`config.mk`:
```
export PLATFORM = sky130hd
export DESIGN_NAME = fifo_enq_arbiter
export DESIGN_NICKNAME = d
export VERILOG_FILES = /design/src/rtl/fifo_pkg.sv /design/src/rtl/fifo_enq_arbiter_rr_picker.sv /design/src/rtl/fifo_enq_arbiter.sv
export SDC_FILE = /design/constraint.sdc
export NUM_CORES = 1
export LEC_CHECK = 0
export ABC_AREA = 0
export ABC_CLOCK_PERIOD_IN_PS = 3700
export BUFFER_PORTS_ARGS = -buffer_cell sky130_fd_sc_hd__buf_4
export CAP_MARGIN = 0
export CORE_MARGIN = 1
export CORE_UTILIZATION = 45
export CTS_BUF_LIST = sky130_fd_sc_hd__clkbuf_4 sky130_fd_sc_hd__clkbuf_8
export DETAILED_ROUTE_END_ITERATION = 10
export PLACE_DENSITY = 0.76
export SLEW_MARGIN = 20
export SYNTH_ARGS = -nofsm -noshare
export SYNTH_HDL_FRONTEND = slang
export SYNTH_SLANG_ARGS = --single-unit
```
`constraint.sdc`:
```
create_clock -name clk -period 3.7 [get_ports clk]
set_clock_uncertainty 0.15 [all_clocks]
set_input_delay 0.74 -clock clk [delete_from_list [all_inputs] [get_ports clk]]
set_output_delay 0.74 -clock clk [all_outputs]
set_load 0.05 [all_outputs]
```
`src/rtl/fifo_pkg.sv`:
```
// Shared types for the FIFO enqueue path: default payload shape and arbiter FSM states.
package fifo_pkg;

   localparam int FIFO_T_SIZE = 3;

   typedef logic [FIFO_T_SIZE-1:0] t_payload;

   typedef enum logic {
      IDLE,
      GRANT
   } t_arb_state;

endpackage

```
`src/rtl/fifo_enq_arbiter_rr_picker.sv`:
```
// Combinational round-robin picker: first set bit scanning last+1, last+2, ... modulo N_REQ.
module rr_picker #(
   parameter int N_REQ = 4,
   parameter int LOG_N = $clog2(N_REQ)
) (
   input  logic [N_REQ-1:0] req,
   input  logic [LOG_N-1:0] last,
   output logic [LOG_N-1:0] pick,
   output logic             any
);

   int unsigned idx;

   // Wrap by compare-and-subtract so non-power-of-2 N_REQ never aliases onto a missing producer.
   always_comb begin
      pick = last;
      any  = 1'b0;
      idx  = 0;
      for (int unsigned i = 1; i <= N_REQ; i++) begin
         idx = 32'(last) + i;
         if (idx >= N_REQ)
            idx = idx - 32'(N_REQ);
         if (!any && req[idx]) begin
            any  = 1'b1;
            pick = LOG_N'(idx);
         end
      end
   end

endmodule

```
`src/rtl/fifo_enq_arbiter.sv`:
```
// Round-robin arbiter sharing the FIFO enqueue port between N_REQ irdy/trdy producers,
// holding each grant for a burst of up to MAX_BURST transfers.
module fifo_enq_arbiter
   import fifo_pkg::*;
#(
   parameter int  N_REQ     = 4,
   parameter int  T_SIZE    = FIFO_T_SIZE,
   parameter type T         = logic [T_SIZE-1:0],
   parameter int  MAX_BURST = 4,
   parameter int  LOG_N     = $clog2(N_REQ),
   parameter int  LOG_BURST = $clog2(MAX_BURST+1)
) (
   input  logic             clk,
   input  logic             rst,
   input  logic [N_REQ-1:0] p2a_irdy,
   input  T                 p2a_data [N_REQ],
   output logic [N_REQ-1:0] a2p_trdy,
   input  logic [N_REQ-1:0] req_en,
   output logic             p2f_irdy,
   output T                 data_in,
   input  logic             f2p_trdy,
   output logic             gnt_valid,
   output logic [LOG_N-1:0] gnt_idx
);

   t_arb_state           state_q, state_d;
   logic [LOG_N-1:0]     gnt_idx_q, gnt_idx_d;
   logic [LOG_BURST-1:0] burst_cnt_q, burst_cnt_d;

   logic [N_REQ-1:0] req;
   logic [N_REQ-1:0] req_others;
   logic [N_REQ-1:0] req_next;
   logic [N_REQ-1:0] pick_req;
   logic             cur_req;
   logic             enq;
   logic             burst_done;
   logic             release_gnt;
   logic [LOG_N-1:0] pick;
   logic             any;

   always_comb begin
      req       = p2a_irdy & req_en;
      gnt_valid = (state_q == GRANT);
      cur_req   = req[gnt_idx_q];
      p2f_irdy  = gnt_valid & cur_req;
      enq       = p2f_irdy & f2p_trdy;
   end

   always_comb begin
      data_in  = '0;
      a2p_trdy = '0;
      if (gnt_valid) begin
         data_in = p2a_data[gnt_idx_q];
         if (cur_req && f2p_trdy)
            a2p_trdy[gnt_idx_q] = 1'b1;
      end
   end

   assign gnt_idx = gnt_idx_q;

   // A burst-limit release skips the current holder when anyone else waits; a lone
   // requester keeps its bit so the scan wraps back onto it for an immediate re-grant.
   always_comb begin
      burst_done  = enq && (burst_cnt_q == LOG_BURST'(MAX_BURST-1));
      release_gnt = !cur_req || burst_done;
      req_others  = req;
      req_others[gnt_idx_q] = 1'b0;
      req_next    = (burst_done && |req_others) ? req_others : req;
      pick_req    = gnt_valid ? req_next : req;
   end

   rr_picker #(
      .N_REQ (N_REQ),
      .LOG_N (LOG_N)
   ) u_rr_picker (
      .req  (pick_req),
      .last (gnt_idx_q),
      .pick (pick),
      .any  (any)
   );

   always_comb begin
      state_d     = state_q;
      gnt_idx_d   = gnt_idx_q;
      burst_cnt_d = burst_cnt_q;
      case (state_q)
         IDLE: begin
            if (any) begin
               state_d     = GRANT;
               gnt_idx_d   = pick;
               burst_cnt_d = '0;
            end
         end
         GRANT: begin
            if (release_gnt) begin
               if (any) begin
                  gnt_idx_d   = pick;
                  burst_cnt_d = '0;
               end else begin
                  state_d = IDLE;
               end
            end else if (enq) begin
               burst_cnt_d = burst_cnt_q + LOG_BURST'(1);
            end
         end
         default: state_d = IDLE;
      endcase
   end

   always_ff @(posedge clk or negedge rst) begin
      if (!rst) begin
         state_q     <= IDLE;
         gnt_idx_q   <= LOG_N'(N_REQ-1);
         burst_cnt_q <= '0;
      end else begin
         state_q     <= state_d;
         gnt_idx_q   <= gnt_idx_d;
         burst_cnt_q <= burst_cnt_d;
      end
   end

   a_trdy_onehot0 : assert property (@(posedge clk) disable iff (!rst) $onehot0(a2p_trdy));
   a_enq_onehot   : assert property (@(posedge clk) disable iff (!rst) enq |-> $onehot(a2p_trdy));
   a_burst_bound  : assert property (@(posedge clk) disable iff (!rst) burst_cnt_q < LOG_BURST'(MAX_BURST));

endmodule

```
**After elaboration in Yosys (flattened, before gate mapping)**

Index checks and enable logic that the tools add are counted.

- Bits in registers: 6
- Logic and storage cells: 88
- Output and inout port bits: 11
- Input bits: 23

- $add $sub $neg: 9
- Equality and inequality tests: 3
- Bitwise logic cells: 7
- Reductions and logical operators: 13
- Mux-type cells: 42
- Order comparisons: 11

Operators by type and width:

| kind | number |
|---|---|
| $ge A32 B3 Y1 const B | 4 |
| $lt A32 B3 Y1 const B | 4 |
| $mux W32 | 4 |
| $sub A32 B3 Y32 const B | 4 |
| $mux W3 | 6 |
| $mux W4 | 4 |
| $mux W1 | 12 |
| $mux W2 | 6 |
| $bmux W1 S2 | 5 |
| $and A4 B4 Y4 | 2 |
| $logic_and A1 B1 Y1 | 7 |
| $add A2 B2 Y3 const B | 2 |
| $bmux W3 S2 | 1 |
| $pmux W3 S2 | 1 |
| $add A2 B3 Y4 const B | 1 |
| $logic_not A1 Y1 | 4 |
| $not A4 Y4 | 1 |
| $pmux W2 S2 | 1 |
| $reduce_or A4 Y1 | 1 |
| $add A2 B1 Y3 const B | 1 |
| $add A3 B1 Y3 const B | 1 |
| $eq A3 B2 Y1 const B | 1 |
| $ge A3 B3 Y1 const B | 1 |
| $lt A2 B3 Y1 const B | 1 |
| other kinds (9) | 10 |

**Longest topological paths before layout**

- Depth in word-level cells: 25
- Mapped depth: 10
- Mapped depth without buffers: 9

**By module**

From an unflattened synthesis, not the netlist that was laid out.

- Cells, all modules: 92
- Area, all modules: 787.0 µm²

Modules (own cells, without submodules):

| module | instances | seq. area each (µm²) | cells an instance | area an instance (µm²) |
|---|---|---|---|---|
| fifo_enq_arbiter | 1 | 152.6 | 78 | 704.4 |
| rr_picker | 1 | 0.0 | 14 | 82.6 |

**Worst setup path before layout**

No wires, ideal clock.

- Path kind: register to output
- Start point: register gnt_idx_q[0] (netlist: gnt_idx[0])
- End point: output a2p_trdy[3]
- Slack: 0.694 ns
- Buffers on the path: 1
- Data required time: 2.810 ns
- Arrival: 2.116 ns
- Stages on the path, launching flop included: 5
- Path through: dfstp_2 > buf_6 > bufinv_8 > mux4_2 > nor2_1

- Word-level cells in the longest chain between the ends: 6
- Elaborated cells on any way between the ends: 10
- Those cells by class: 2 x order compare; 6 x mux; 2 x reduce/logical

Ends and longest elaborated chain:

| what | line | RTL |
|---|---|---|
| start: declaration | fifo_enq_arbiter.sv:27 | `logic [LOG_N-1:0] gnt_idx_q, gnt_idx_d;` |
| start signal: assignment | fifo_enq_arbiter.sv:113 | `gnt_idx_q <= LOG_N'(N_REQ-1);` |
| start signal: assignment | fifo_enq_arbiter.sv:117 | `gnt_idx_q <= gnt_idx_d;` |
| $lt A2 B3 Y1 (not written as such) / $ge A2 B1 Y1 (equally long branches) | fifo_enq_arbiter.sv:55 | `a2p_trdy[gnt_idx_q] = 1'b1;` |
| $logic_and A1 B1 Y1 (not written as such) | fifo_enq_arbiter.sv:55 |  |
| $mux W1 (not written as such) | fifo_enq_arbiter.sv:55 |  |
| $demux W1 S2 | fifo_enq_arbiter.sv:55 |  |
| $mux W4 * | fifo_enq_arbiter.sv:54 | `if (cur_req && f2p_trdy)` |
| $mux W4 * | fifo_enq_arbiter.sv:52 | `if (gnt_valid) begin` |
| end: declaration | fifo_enq_arbiter.sv:17 | `output logic [N_REQ-1:0] a2p_trdy,` |

Every way passes the cells marked *; elsewhere a longest branch is shown, timed or not. The select of a mux whose other input is x is not followed.

**Worst setup path in the final report**

- Start point: register gnt_idx_q[0] (netlist: gnt_idx[0])
- End point: register gnt_idx_q[0] (netlist: gnt_idx[0])

- Word-level cells in the longest chain between the ends: 25
- Elaborated cells on any way between the ends: 60
- Those cells by class: 8 x add/sub; 6 x order compare; 1 x eq/ne; 29 x mux; 4 x bitwise; 12 x reduce/logical

Ends and longest elaborated chain:

| what |
|---|
| branches (longest 25 deep; another with $sub A32 B3 Y32) |

Several ways; the timed one is not identified. The select of a mux whose other input is x is not followed.
A chain may end at the register's enable or synchronous reset.

==> impl_metrics.tcl <==
set metrics [dict create \
    startpoint_type "flop" \
    h-tree-depth 1 \
    hold_class "primary input to asynchronous set/reset pin" \
    syn_inst 86 \
    cts_tree "done" \
    antenna_found_initial 0 \
    area_delta_synth_final_pct 35.6 \
    cts-resized-gates 0 \
    swShare_pct 50.2 \
    ant_nets 0 \
    p_clk_share_pct 8.7 \
    diodes 0 \
    slowest_delay_ns 0.62 \
    fin_nets 152 \
    cts.reportedPaths.clkPinSlew_ns 0.05 \
    reg2reg_to "gnt_idx[0]" \
    numPortBuffers 33 \
    drv_cap 0 \
    drv_slew 0 \
    rsz0062_at_grt "false" \
    tightestPinTransition_ns 0.683 \
    nFillCells 146 \
    layout_min_cycle_time_ns 3.18 \
    cts_sinks 6 \
    firstDrtPassIters 4 \
    setup_tns_ns 0 \
    dr_total_vias 833 \
    drtIter0Drc 17 \
    initial_core_util_pct 47.8 \
    switching_power_uw 355 \
    setup_viol 0 \
    wl_per_cell_um 14.1 \
    drive_gt1_share_pct 47.1 \
    p_seq_share_pct 19.0 \
    cts_root_buffer "clkbuf_4" \
    hpwl_um 1730 \
    via_per_inst 5.71 \
    drc_errors 0 \
    grt_overflow_total 0 \
    core_um2 1710 \
    cp.required_ns 3.72 \
    ir_drop_mv 0.385 \
    die_area_um2 1990 \
    avgSynthCellArea_um2 9.49 \
    hold_viol_final 0 \
    cts_setup_buffers 0 \
    min_period_over_period_pct 86.0 \
    async_reset_ff_share_pct 100 \
    ys_top_cells_by_count "10 x nor2_1, 6 x and2_1, 6 x ha_1" \
    synth_top_cell_by_area "dfrtp_1" \
    worstRegToRegCells 9 \
    cts_hold_repair.buffers 0 \
    cts-buffers-inserted 3 \
    cp.arrival_ns 3.20 \
    worstSkewPairLatency_ns 0.25 \
    drt-total-wl_um 2060 \
    reg2reg_slack_ns 0.52 \
    io_pins 34 \
    syn_area_um2 816 \
    ys_ff_latch 6 \
    grt_pass1_wl_um 3350 \
    p_int_uw 351 \
    ys_warn_count 0 \
    track_usage_pct 23.4 \
    place.gp.congestion 0.892 \
    path_class "flop to flop" \
    status "completed" \
    rows 15 \
    end_kind "flop" \
    synth-edff-count 0 \
    crit_chain "bufinv_8 -> ha_1 -> and3b_2 -> nor4_1 -> nor4_4 -> a211oi_1 -> o31ai_1 -> a221oi_2 -> xnor2_1" \
    yosysMostFrequentCell "nor2_1" \
    die_width_um 44.6 \
    combinationalPowerShare_pct 72.3 \
    ys_top_cells_by_area "dfrtp_1 12%, mux4_1 9.7%, ha_1 9.2%" \
    grt_max_degree 12 \
    ys_types 37 \
    ys.flop_type "dfrtp_1" \
    die_h_um 44.6 \
    cts_buffer_depth 2 \
    timing.slew.headroom_pct 54.0 \
    power_uw 706 \
    synth_top_area_share_pct 12.3 \
    cp_slowest_cell "nor4_1" \
    cp_max_fo 11 \
    r2r-start "gnt_idx[0]" \
    leakage_uw 0.000522 \
    hold_ws_ns 0.135 \
    power_density_nw_per_um2 638 \
    syn_nets 115 \
    ys_seq_area_share_pct 18.7 \
    grt_pass1_vias 770 \
    fmax_mhz 314 \
]
-- critical path: cells and delay by family (launching register included) --
family | cells | cell delay [ns]
compound gates | 3 | 0.93
xor+xnor | 1 | 0.15
fa+ha+maj | 1 | 0.23
buf+inv | 1 | 0.23
flops | 1 | 0.43
simple gates | 3 | 0.99
-- routing by layer --
| layer | part of all wire, % | GRT usage (%) |
|---|---|---|
| met5 | 0 | 0 |
| met1 | 43 | 29.8 |
| met3 | 5.1 | 3.27 |
| met2 | 49 | 37.6 |
| met4 | 3.6 | 13.9 |
-- final cells by class --
| type | instances | area [um^2] | share of cell area, % |
|---|---|---|---|
| Sequential cell | 6 | 153 | 13.8 |
| Inverter | 6 | 36.3 | 3.28 |
| Timing Repair Buffer | 33 | 248 | 22.4 |
| Clock buffer | 3 | 22.5 | 2.04 |
| Multi-Input combinational cell | 73 | 616 | 55.7 |
| Tap cell | 25 | 31.3 | 2.83 |
-- registers in the layout, summed over array words and instances, names as in the netlist --
signal       count
gnt_valid        1
burst_cnt_q      3
gnt_idx          2
-- power groups by stage --
stage	clock network, uW	registers [uW]	logic, uW
finish	61.3	134	510
global route	68.2	137	547
CTS	64.3	133	511
detailed placement	0	134	510
global placement	0	134	503
floorplan	0	158	369
-- cell usage in the layout (no fill, tap or decap), drive strengths merged, types with 2 or more instances in the layout --
| cell | n |
|---|---|
| dfstp | 2 |
| nor4 | 3 |
| dfrtp | 4 |
| nor3 | 3 |
| and2 | 6 |
| a21oi | 2 |
| ha | 6 |
| o31ai | 3 |
| buf | 33 |
| nor2 | 10 |
| a211oi | 4 |
| and3b | 4 |
| clkbuf | 3 |
| inv | 5 |
| nand3 | 3 |
| o41ai | 2 |
| mux4 | 4 |
| nand2 | 9 |
-- through the flow --
step / cells / utilization (%) / instance area, um^2 / worst slack (ns)
floorplan: 86 / - / 816 / 0.694
global placement: 143 / 63.4 / 1080 / 0.620
detailed placement: 143 / 63.4 / 1080 / 0.565
CTS: 146 / 64.8 / 1110 / 0.532
global route: 146 / 64.8 / 1110 / 0.261
finish: 146 / 64.8 / 1110 / 0.518
-- kinds of logic (layout without fill, tap and decap cells) --
family,Yosys count,after routing,synth area share (%)
xor+xnor,1,1,1.07
buf+inv,7,42,5.83
mux,5,5,13.8
fa+ha+maj,6,6,9.20
flops,6,6,18.7
simple gates,41,41,31.3
compound gates,20,20,20.1
-- how the worst max path moves through the flow --
stage | to | depth (start not counted) | start | slack, ns
floorplan | a2p_trdy[3] | 4 | gnt_idx[0] | 0.69
global placement | gnt_idx[0] | 8 | gnt_idx[0] | 0.62
detailed placement | gnt_idx[0] | 9 | gnt_idx[0] | 0.57
CTS | gnt_idx[0] | 9 | gnt_idx[0] | 0.53
global route | gnt_idx[0] | 9 | gnt_idx[0] | 0.26
finish | gnt_idx[0] | 9 | gnt_idx[0] | 0.52
No activity file was read; power rests on OpenSTA's default activity.
